`src/rtl/atm_pin_verifier.sv`:
```
// PIN entry and verification ahead of the ATM transaction controller.
// Captures keypad digits, checks them against the card's PIN, and enforces attempt and idle limits.
module atm_pin_verifier #(
  parameter int PIN_DIGITS     = 4,
  parameter int MAX_ATTEMPTS   = 3,
  parameter int TIMEOUT_CYCLES = 1000
) (
  input  logic                              clk,
  input  logic                              reset,
  input  logic                              i_card_present,
  input  logic [4*PIN_DIGITS-1:0]           i_ref_pin,
  input  logic                              i_key_valid,
  input  logic [3:0]                        i_key_code,
  output logic                              o_pin_ok,
  output logic                              o_pin_fail,
  output logic                              o_locked,
  output logic                              o_timeout,
  output logic                              o_busy,
  output logic [3:0]                        o_digits_entered,
  output logic [$clog2(MAX_ATTEMPTS+1)-1:0] o_attempts_left,
  output logic [2:0]                        o_state
);

  localparam int AW = $clog2(MAX_ATTEMPTS+1);
  localparam int TW = $clog2(TIMEOUT_CYCLES);
  localparam int BW = 4*PIN_DIGITS;
  localparam logic [3:0]    FULL    = 4'(PIN_DIGITS);
  localparam logic [AW-1:0] ATT_MAX = AW'(MAX_ATTEMPTS);
  localparam logic [TW-1:0] T_LAST  = TW'(TIMEOUT_CYCLES-1);

  typedef enum logic [2:0] {
    S_IDLE        = 3'd0,
    S_ENTRY       = 3'd1,
    S_CHECK       = 3'd2,
    S_GRANTED     = 3'd3,
    S_LOCKED      = 3'd4,
    S_WAIT_REMOVE = 3'd5
  } state_t;

  state_t        r_state;
  logic [BW-1:0] r_ref;
  logic [BW-1:0] r_buf;
  logic [3:0]    r_digits;
  logic [AW-1:0] r_attempts;
  logic [TW-1:0] r_timer;
  logic          r_pin_ok;
  logic          r_pin_fail;
  logic          r_locked;
  logic          r_timeout;
  logic          r_busy;

  logic w_key_accepted;
  logic w_match;

  // Codes 0xD-0xF are not keys at all: no action and no timer reload.
  assign w_key_accepted = i_key_valid && (i_key_code <= 4'hC);
  assign w_match        = (r_digits == FULL) && (r_buf == r_ref);

  always_ff @(posedge clk or posedge reset) begin
    if (reset) begin
      r_state    <= S_IDLE;
      r_ref      <= '0;
      r_buf      <= '0;
      r_digits   <= '0;
      r_attempts <= ATT_MAX;
      r_timer    <= '0;
      r_pin_ok   <= 1'b0;
      r_pin_fail <= 1'b0;
      r_locked   <= 1'b0;
      r_timeout  <= 1'b0;
      r_busy     <= 1'b0;
    end else begin
      r_pin_ok   <= 1'b0;
      r_pin_fail <= 1'b0;
      r_timeout  <= 1'b0;
      case (r_state)
        S_IDLE: begin
          if (i_card_present) begin
            r_ref      <= i_ref_pin;
            r_attempts <= ATT_MAX;
            r_buf      <= '0;
            r_digits   <= '0;
            r_timer    <= '0;
            r_busy     <= 1'b1;
            r_state    <= S_ENTRY;
          end
        end
        S_ENTRY: begin
          if (!i_card_present) begin
            r_buf    <= '0;
            r_digits <= '0;
            r_busy   <= 1'b0;
            r_state  <= S_IDLE;
          end else if (w_key_accepted) begin
            r_timer <= '0;
            if (i_key_code <= 4'd9) begin
              if (r_digits < FULL) begin
                r_buf    <= {r_buf[BW-5:0], i_key_code};
                r_digits <= r_digits + 4'd1;
              end
            end else if (i_key_code == 4'hA) begin
              r_buf    <= '0;
              r_digits <= '0;
            end else if (i_key_code == 4'hB) begin
              r_state <= S_CHECK;
            end else begin
              r_timeout <= 1'b1;
              r_buf     <= '0;
              r_digits  <= '0;
              r_busy    <= 1'b0;
              r_state   <= S_WAIT_REMOVE;
            end
          end else if (r_timer == T_LAST) begin
            r_timeout <= 1'b1;
            r_buf     <= '0;
            r_digits  <= '0;
            r_busy    <= 1'b0;
            r_state   <= S_WAIT_REMOVE;
          end else begin
            r_timer <= r_timer + TW'(1);
          end
        end
        S_CHECK: begin
          // Entered digits never survive the check, whatever the outcome.
          r_buf    <= '0;
          r_digits <= '0;
          r_timer  <= '0;
          if (!i_card_present) begin
            r_busy  <= 1'b0;
            r_state <= S_IDLE;
          end else if (w_match) begin
            r_pin_ok <= 1'b1;
            r_busy   <= 1'b0;
            r_state  <= S_GRANTED;
          end else if (r_attempts == AW'(1)) begin
            r_attempts <= '0;
            r_locked   <= 1'b1;
            r_busy     <= 1'b0;
            r_state    <= S_LOCKED;
          end else begin
            r_attempts <= r_attempts - AW'(1);
            r_pin_fail <= 1'b1;
            r_state    <= S_ENTRY;
          end
        end
        S_GRANTED, S_WAIT_REMOVE: begin
          if (!i_card_present) r_state <= S_IDLE;
        end
        S_LOCKED: begin
          if (!i_card_present) begin
            r_locked <= 1'b0;
            r_state  <= S_IDLE;
          end
        end
        default: begin
          r_busy  <= 1'b0;
          r_state <= S_IDLE;
        end
      endcase
    end
  end

  assign o_pin_ok         = r_pin_ok;
  assign o_pin_fail       = r_pin_fail;
  assign o_locked         = r_locked;
  assign o_timeout        = r_timeout;
  assign o_busy           = r_busy;
  assign o_digits_entered = r_digits;
  assign o_attempts_left  = r_attempts;
  assign o_state          = r_state;

endmodule

```
`config.mk`:
```
export PLATFORM = sky130hd
export DESIGN_NAME = atm_pin_verifier
export DESIGN_NICKNAME = d
export VERILOG_FILES = /design/src/rtl/atm_pin_verifier.sv
export SDC_FILE = /design/constraint.sdc
export NUM_CORES = 1
export LEC_CHECK = 0
export BUFFER_PORTS_ARGS = -buffer_cell sky130_fd_sc_hd__buf_4
export CAP_MARGIN = 30
export CORE_MARGIN = 2
export CORE_UTILIZATION = 48
export CTS_BUF_LIST = sky130_fd_sc_hd__clkbuf_8
export DETAILED_ROUTE_END_ITERATION = 16
export GPL_TIMING_DRIVEN = 0
export PLACE_DENSITY_LB_ADDON = 0.08
export REMOVE_ABC_BUFFERS = 1
export SKIP_LAST_GASP = 1
export SLEW_MARGIN = 15
export SYNTH_ARGS = -nofsm -noshare
export SYNTH_HDL_FRONTEND = slang
export SYNTH_SLANG_ARGS = --single-unit
```
`constraint.sdc`:
```
create_clock -name clk -period 3.15 [get_ports clk]
set_input_delay 0.1575 -clock clk [delete_from_list [all_inputs] [get_ports clk]]
set_output_delay 0.1575 -clock clk [all_outputs]
set_load 0.02 [all_outputs]
```
# After elaboration in Yosys (flattened, before gate mapping)
# Cells that the tools add are included.
# op_classes
n_eq_ne	26
n_reduce_logical	14
bitwise_logic	1
add_sub_neg	3
n_lt_le_gt_ge	3
muxes	70
# op_table
operator	count
16-bit 2-to-1 mux	8
16-bit one-hot mux with 3 select lines	1
10-bit 2-to-1 mux	4
3-bit 2-to-1 mux	11
4-bit 2-to-1 mux	8
10-bit one-hot mux with 3 select lines	1
1-bit 2-to-1 mux	28
4-bit != test, second input constant	5
16-bit equality test	1
5-bit AND reduction	3
2-bit != test, second input constant	7
3-bit one-hot mux with 4 select lines	1
4-bit one-hot mux with 3 select lines	1
10-bit by 1-bit adder with 10-bit output, second input constant	1
10-bit equality test, second input constant	1
4-bit equality test, second input constant	2
4-bit less-or-equal comparator, second input constant	2
2-bit 2-to-1 mux	4
4-bit AND reduction	2
7-bit AND reduction	1
3-bit by 2-bit equality test with 1-bit output, second input constant	2
3-bit equality test, second input constant	2
6-bit != test, second input constant	1
5-bit != test, second input constant	1
17 further kinds	19
# word_totals
in_bits	24
out_inout_bits	14
regBits	56
word_cells	128

# Logic depth before layout (Yosys ltp)
# logic_depth
depth_word	7
ltp_mapped	7

# Least setup slack after synthesis
# No wires, ideal clock.
# synth_timing
path_type	flip-flop to flip-flop
startpoint	reg r_state[0], in the netlist o_state[0]
endpoint	reg r_timer[7]
period_less_slack_ns	1.751
arrival_time_ns	1.626
path_stages_with_launch	7
slack_ns	1.399
cell_sequence	dfrtp_1 -> buf_4 -> nand2b_1 -> a2111oi_4 -> nand3_1 -> xor2_1 -> nor2_2
# synth_between
elab_chain_cells	3
word_cells_on_any_way	9
# synth_lines
item	line	rtl
start, declared	40	state_t r_state;
start signal, assigned	61	r_state <= S_IDLE;
start signal, assigned	85	r_state <= S_ENTRY;
start signal, assigned	93	r_state <= S_IDLE;
3-bit by 1-bit equality test with 1-bit output (tied with other cells)	76	case (r_state)
3-bit != test (no source line) (tied with other cells)	-	
4-bit AND reduction (no source line)	-	
end signal, assigned	120	r_timer <= r_timer + TW'(1);
end, declared	45	logic [TW-1:0] r_timer;
# Several ways; a longest one is shown, not always the timed one.
# A chain may end at the register's enable or synchronous reset.

# Worst setup path after layout
# layout_timing
startpoint	reg r_state[1], in the netlist o_state[1]
endpoint	reg r_digits[0], in the netlist o_digits_entered[0]
# layout_between
elab_chain_cells	3
word_cells_on_any_way	10
# layout_lines
item	line	rtl
3-bit by 1-bit equality test with 1-bit output (tied with other cells)	76	
6-bit != test (no source line) (tied with other cells)	-	
5-bit AND reduction (no source line)	-	
end signal, assigned	99	r_digits <= r_digits + 4'd1;
end, declared	43	logic [3:0] r_digits;
# Several ways; a longest one is shown, not always the timed one.

==> summary.md <==
| Metric | Value |
|---|---|
| Worst hold margin | 0.0668 ns |
| Layout cells sized above 1 | 28.2% |
| Largest family of logic cells by synthesized area | compound AO/OA/AOI/OAI gates |
| RSZ-0062 raised after global routing | no |
| Total negative slack | 0 ns |
| Top-area cell type share of the netlist area | 47.1% |
| TritonRoute pass-1 iters | 4 |
| H-tree depth | 2 |
| Clk buf depth | 2 |
| Antenna violation net count after detailed routing | 0 |
| Cts bufs inserted | 5 |
| Tmin final | 2.07 ns |
| Core region area | 5850 sq um |
| Most frequent cells after synthesis | dfrtp_1 (54), a22o_1 (18), mux2_2 (17), xnor2_1 (17), nor2_1 (14) |
| Fmax | 484 MHz |
| CTS tree | yes |
| Routability congestion estimate | 0.747 |
| Chip Width | roughly 81 microns |
| GRT Total Usage | between 10% and 20% |
| Rel. slew slack | 46.3% |
| Pre-CTS setup slack | 1.08 ns |
| Clk_lat worst skew | 0.31 ns |
| FF/Latch Area | 1400 sq um |
| Dpl cell area | 3190 sq um |
| First-pass GRT wire length | 9380 microns |
| Reg-to-reg slack, setup | 1.08 ns |
| Initial DRC Count | about 200 |
| Count leader, synth | dfrtp_1 |
| Die H | between 80 and 90 microns |
| Crit end category | register |
| Unique cell type count in the Yosys netlist | 55 |
| Peak VDD IR | about 0.32 mV |
| Adder-cell share of the synthesized area | 1.74% |
| Slew Limit Fails | 0 |
| Congestion Overflow GR | 0 |
| Vias in the first global route | between 1500 and 2000 |
| Die area | 6610 sq um |
| Worst setup margin | 1.08 ns |
| WL met1 | 2690 microns |
| Lkg Pwr | approximately 1.4 nW |
| Power Density | 695 nW/um^2 |
| Worst EP arrival | between 2 and 2.5 ns |
| Post-synthesis xor/xnor area fraction | 7.33% |
| Crit-path max FO | 17 |
| Worst-Margin Slew | 0.800 ns |
| Post-synth EDFFs | 0 |
| # clock sinks | 56 |
| Syn_area_per_cell | 11.6 sq um |
| Critical path class | reg -> reg |
| Mux cell area share after synthesis | 6.67% |
| Pin count of the biggest net entering global routing | 57 |
| Asr flop ratio synth | 100% |
| Max_cap viols | 0 |
| Nets | just over 300 |
| Via count | 2064 |
| Final WL | about 5600 microns |
| Worst-path clk slew | about 0.10 ns |
| Fillers | slightly above 500 |
| Primary FF master, synth | dfrtp_1 |
| Final HPWL DP | 3960 microns |
| Area taken by multi-input logic gates | 1380 sq um |
| Postcts setup bufs | 0 |
| Setup crit start kind | register |
| Drc violations | 0 |
| Period Utilization, post-route | 65.6% |
| Top routing layer used | met4 |
| Post-Synth Simple-Gate Area | 15.9% |
| Syn. warnings | 0 |
| Ranking of synthesized cells by area | dfrtp_1 (47%), mux2_2 (6.7%), a22o_1 (5.5%), xnor2_1 (5.2%), xor2_1 (2.1%) |
| Post-Syn Area | 2870 sq um |
| Final Hold Fails | 0 |
| Tightest Hold Check Type | in -> reg |
| Starting density of the core | between 40% and 50% |
| Metal3 WL | roughly 240 microns |
| FP Rows | 28 |
| Outcome | finished clean |
| #FFs+latches synth | 56 |
| Routed wire per std cell | 15.6 microns |
| # IOs | 38 |
| Sequential share of the synthesized area | 48.9% |
| Final Cell Area | 3320 sq um |
| Diodes inserted | 0 |
| I/O Buffers | 37 |
| Initial antenna violation count | 0 |
| Required time of the critical path | 3.40 ns |
| Root Driver | clkbuf_8 |
| WL met2 | 2590 microns |
| Synth Area in Compound Gates | 16.4% |
| Skew final | between 0.008 and 0.009 ns |
| Yosys top cell by area | dfrtp_1 |
| Layout area overhead | 15.7% |
| Cells after Synth | 247 |
| Routed vias/inst | approximately 5.7 |
| # setup viols final | 0 |
==> cell families (layout without fill, tap and decap cells) <==
family | count (synthesis) | after routing
XOR/XNOR | 24 | 24
AO/OA/AOI/OAI | 55 | 55
flip-flops | 56 | 56
AND/OR/NAND/NOR | 74 | 74
adder cells (fa/ha/maj) | 4 | 4
buffers and inverters | 17 | 54
multiplexers | 17 | 17
==> stage by stage <==
stage          util, %  power (mW)  cells
2_1_floorplan        -        1.60    238
3_3_place_gp      54.4        1.81    350
3_5_place_dp      54.5        1.83    350
4_1_cts           56.7        2.33    359
5_1_grt           56.7        2.46    359
6_report          56.7        2.31    359
==> placed cells by master, fill, tap and decap left out, drive strengths merged, types with 2 or more instances in the layout <==
cell    count
inv         8
clkbuf      6
xnor2      17
nand4       7
dfstp       2
nand3      13
a21oi       6
ha          4
nand2b      4
nor3        4
o21ai       6
buf        37
o211ai      9
a31oi       2
and4b       3
o22ai       2
nand2      10
dfrtp      54
nor3b       3
a22o       18
and3        6
mux2       17
xor2        7
and2        3
nor2       15
==> sequential cells by signal (all words and copies together), names as in the netlist <==
register	cells
o_locked	1
o_attempts_left	2
r_timer	10
o_pin_ok	1
o_busy	1
o_state	3
o_pin_fail	1
r_buf	16
o_timeout	1
o_digits_entered	4
r_ref	16
==> final cells by class <==
cell class,instances,area share (%)
clock inverter,2,1.17
inverter,8,0.980
multi-input combinational,174,41.6
clock buffer,6,2.49
sequential,56,42.3
timing repair buffer,38,8.67
tap,75,2.83
==> path summary, 6_finish.rpt <==
check	cells after the start	from	endpoint
max in group asynchronous	3	reset	r_timer[1]$_DFFE_PP0P_
hold reg to reg	1	r_timer[9]$_DFFE_PP0P_	r_timer[9]$_DFFE_PP0P_
setup / recovery	5	o_state[1]$_DFFE_PP0P_	o_digits_entered[0]$_DFFE_PP0P_
min in group asynchronous	3	reset	r_ref[12]$_DFFE_PP0P_
setup reg to reg	5	o_state[1]$_DFFE_PP0P_	o_digits_entered[0]$_DFFE_PP0P_
hold / removal	2	i_ref_pin[11]	r_ref[11]$_DFFE_PP0P_
==> power by group <==
part / switching, mW / leakage [nW] / internal, mW
registers: 0.163 / 0.734 / 0.875
clock network: 0.240 / 0.0614 / 0.260
logic: 0.386 / 0.639 / 0.382
total: 0.789 / 1.43 / 1.52
==> critical path: stages (launching register included) <==
cell and delay (ns):
dfrtp_1 0.58, nor2_1 0.22, and3_2 0.28, nand3_4 0.12, nor3_4 0.52, mux2_2 0.27
==> routing by layer <==
metal  global-route usage [%]  vias to the layer above
met5                        0                        -
met4                     5.42                        0
met3                     3.22                        8
met2                     27.3                       47
met1                     26.8                     1019
li1                         -                      990
==> timing repair <==
action / in CTS / in global routing
endpoints found under the hold margin: 54 / 0
endpoints found under the setup margin: 0 / 0
gates resized for setup: 0 / 0
hold buffers: 1 / 0
Power figures use the tool's default switching activity.
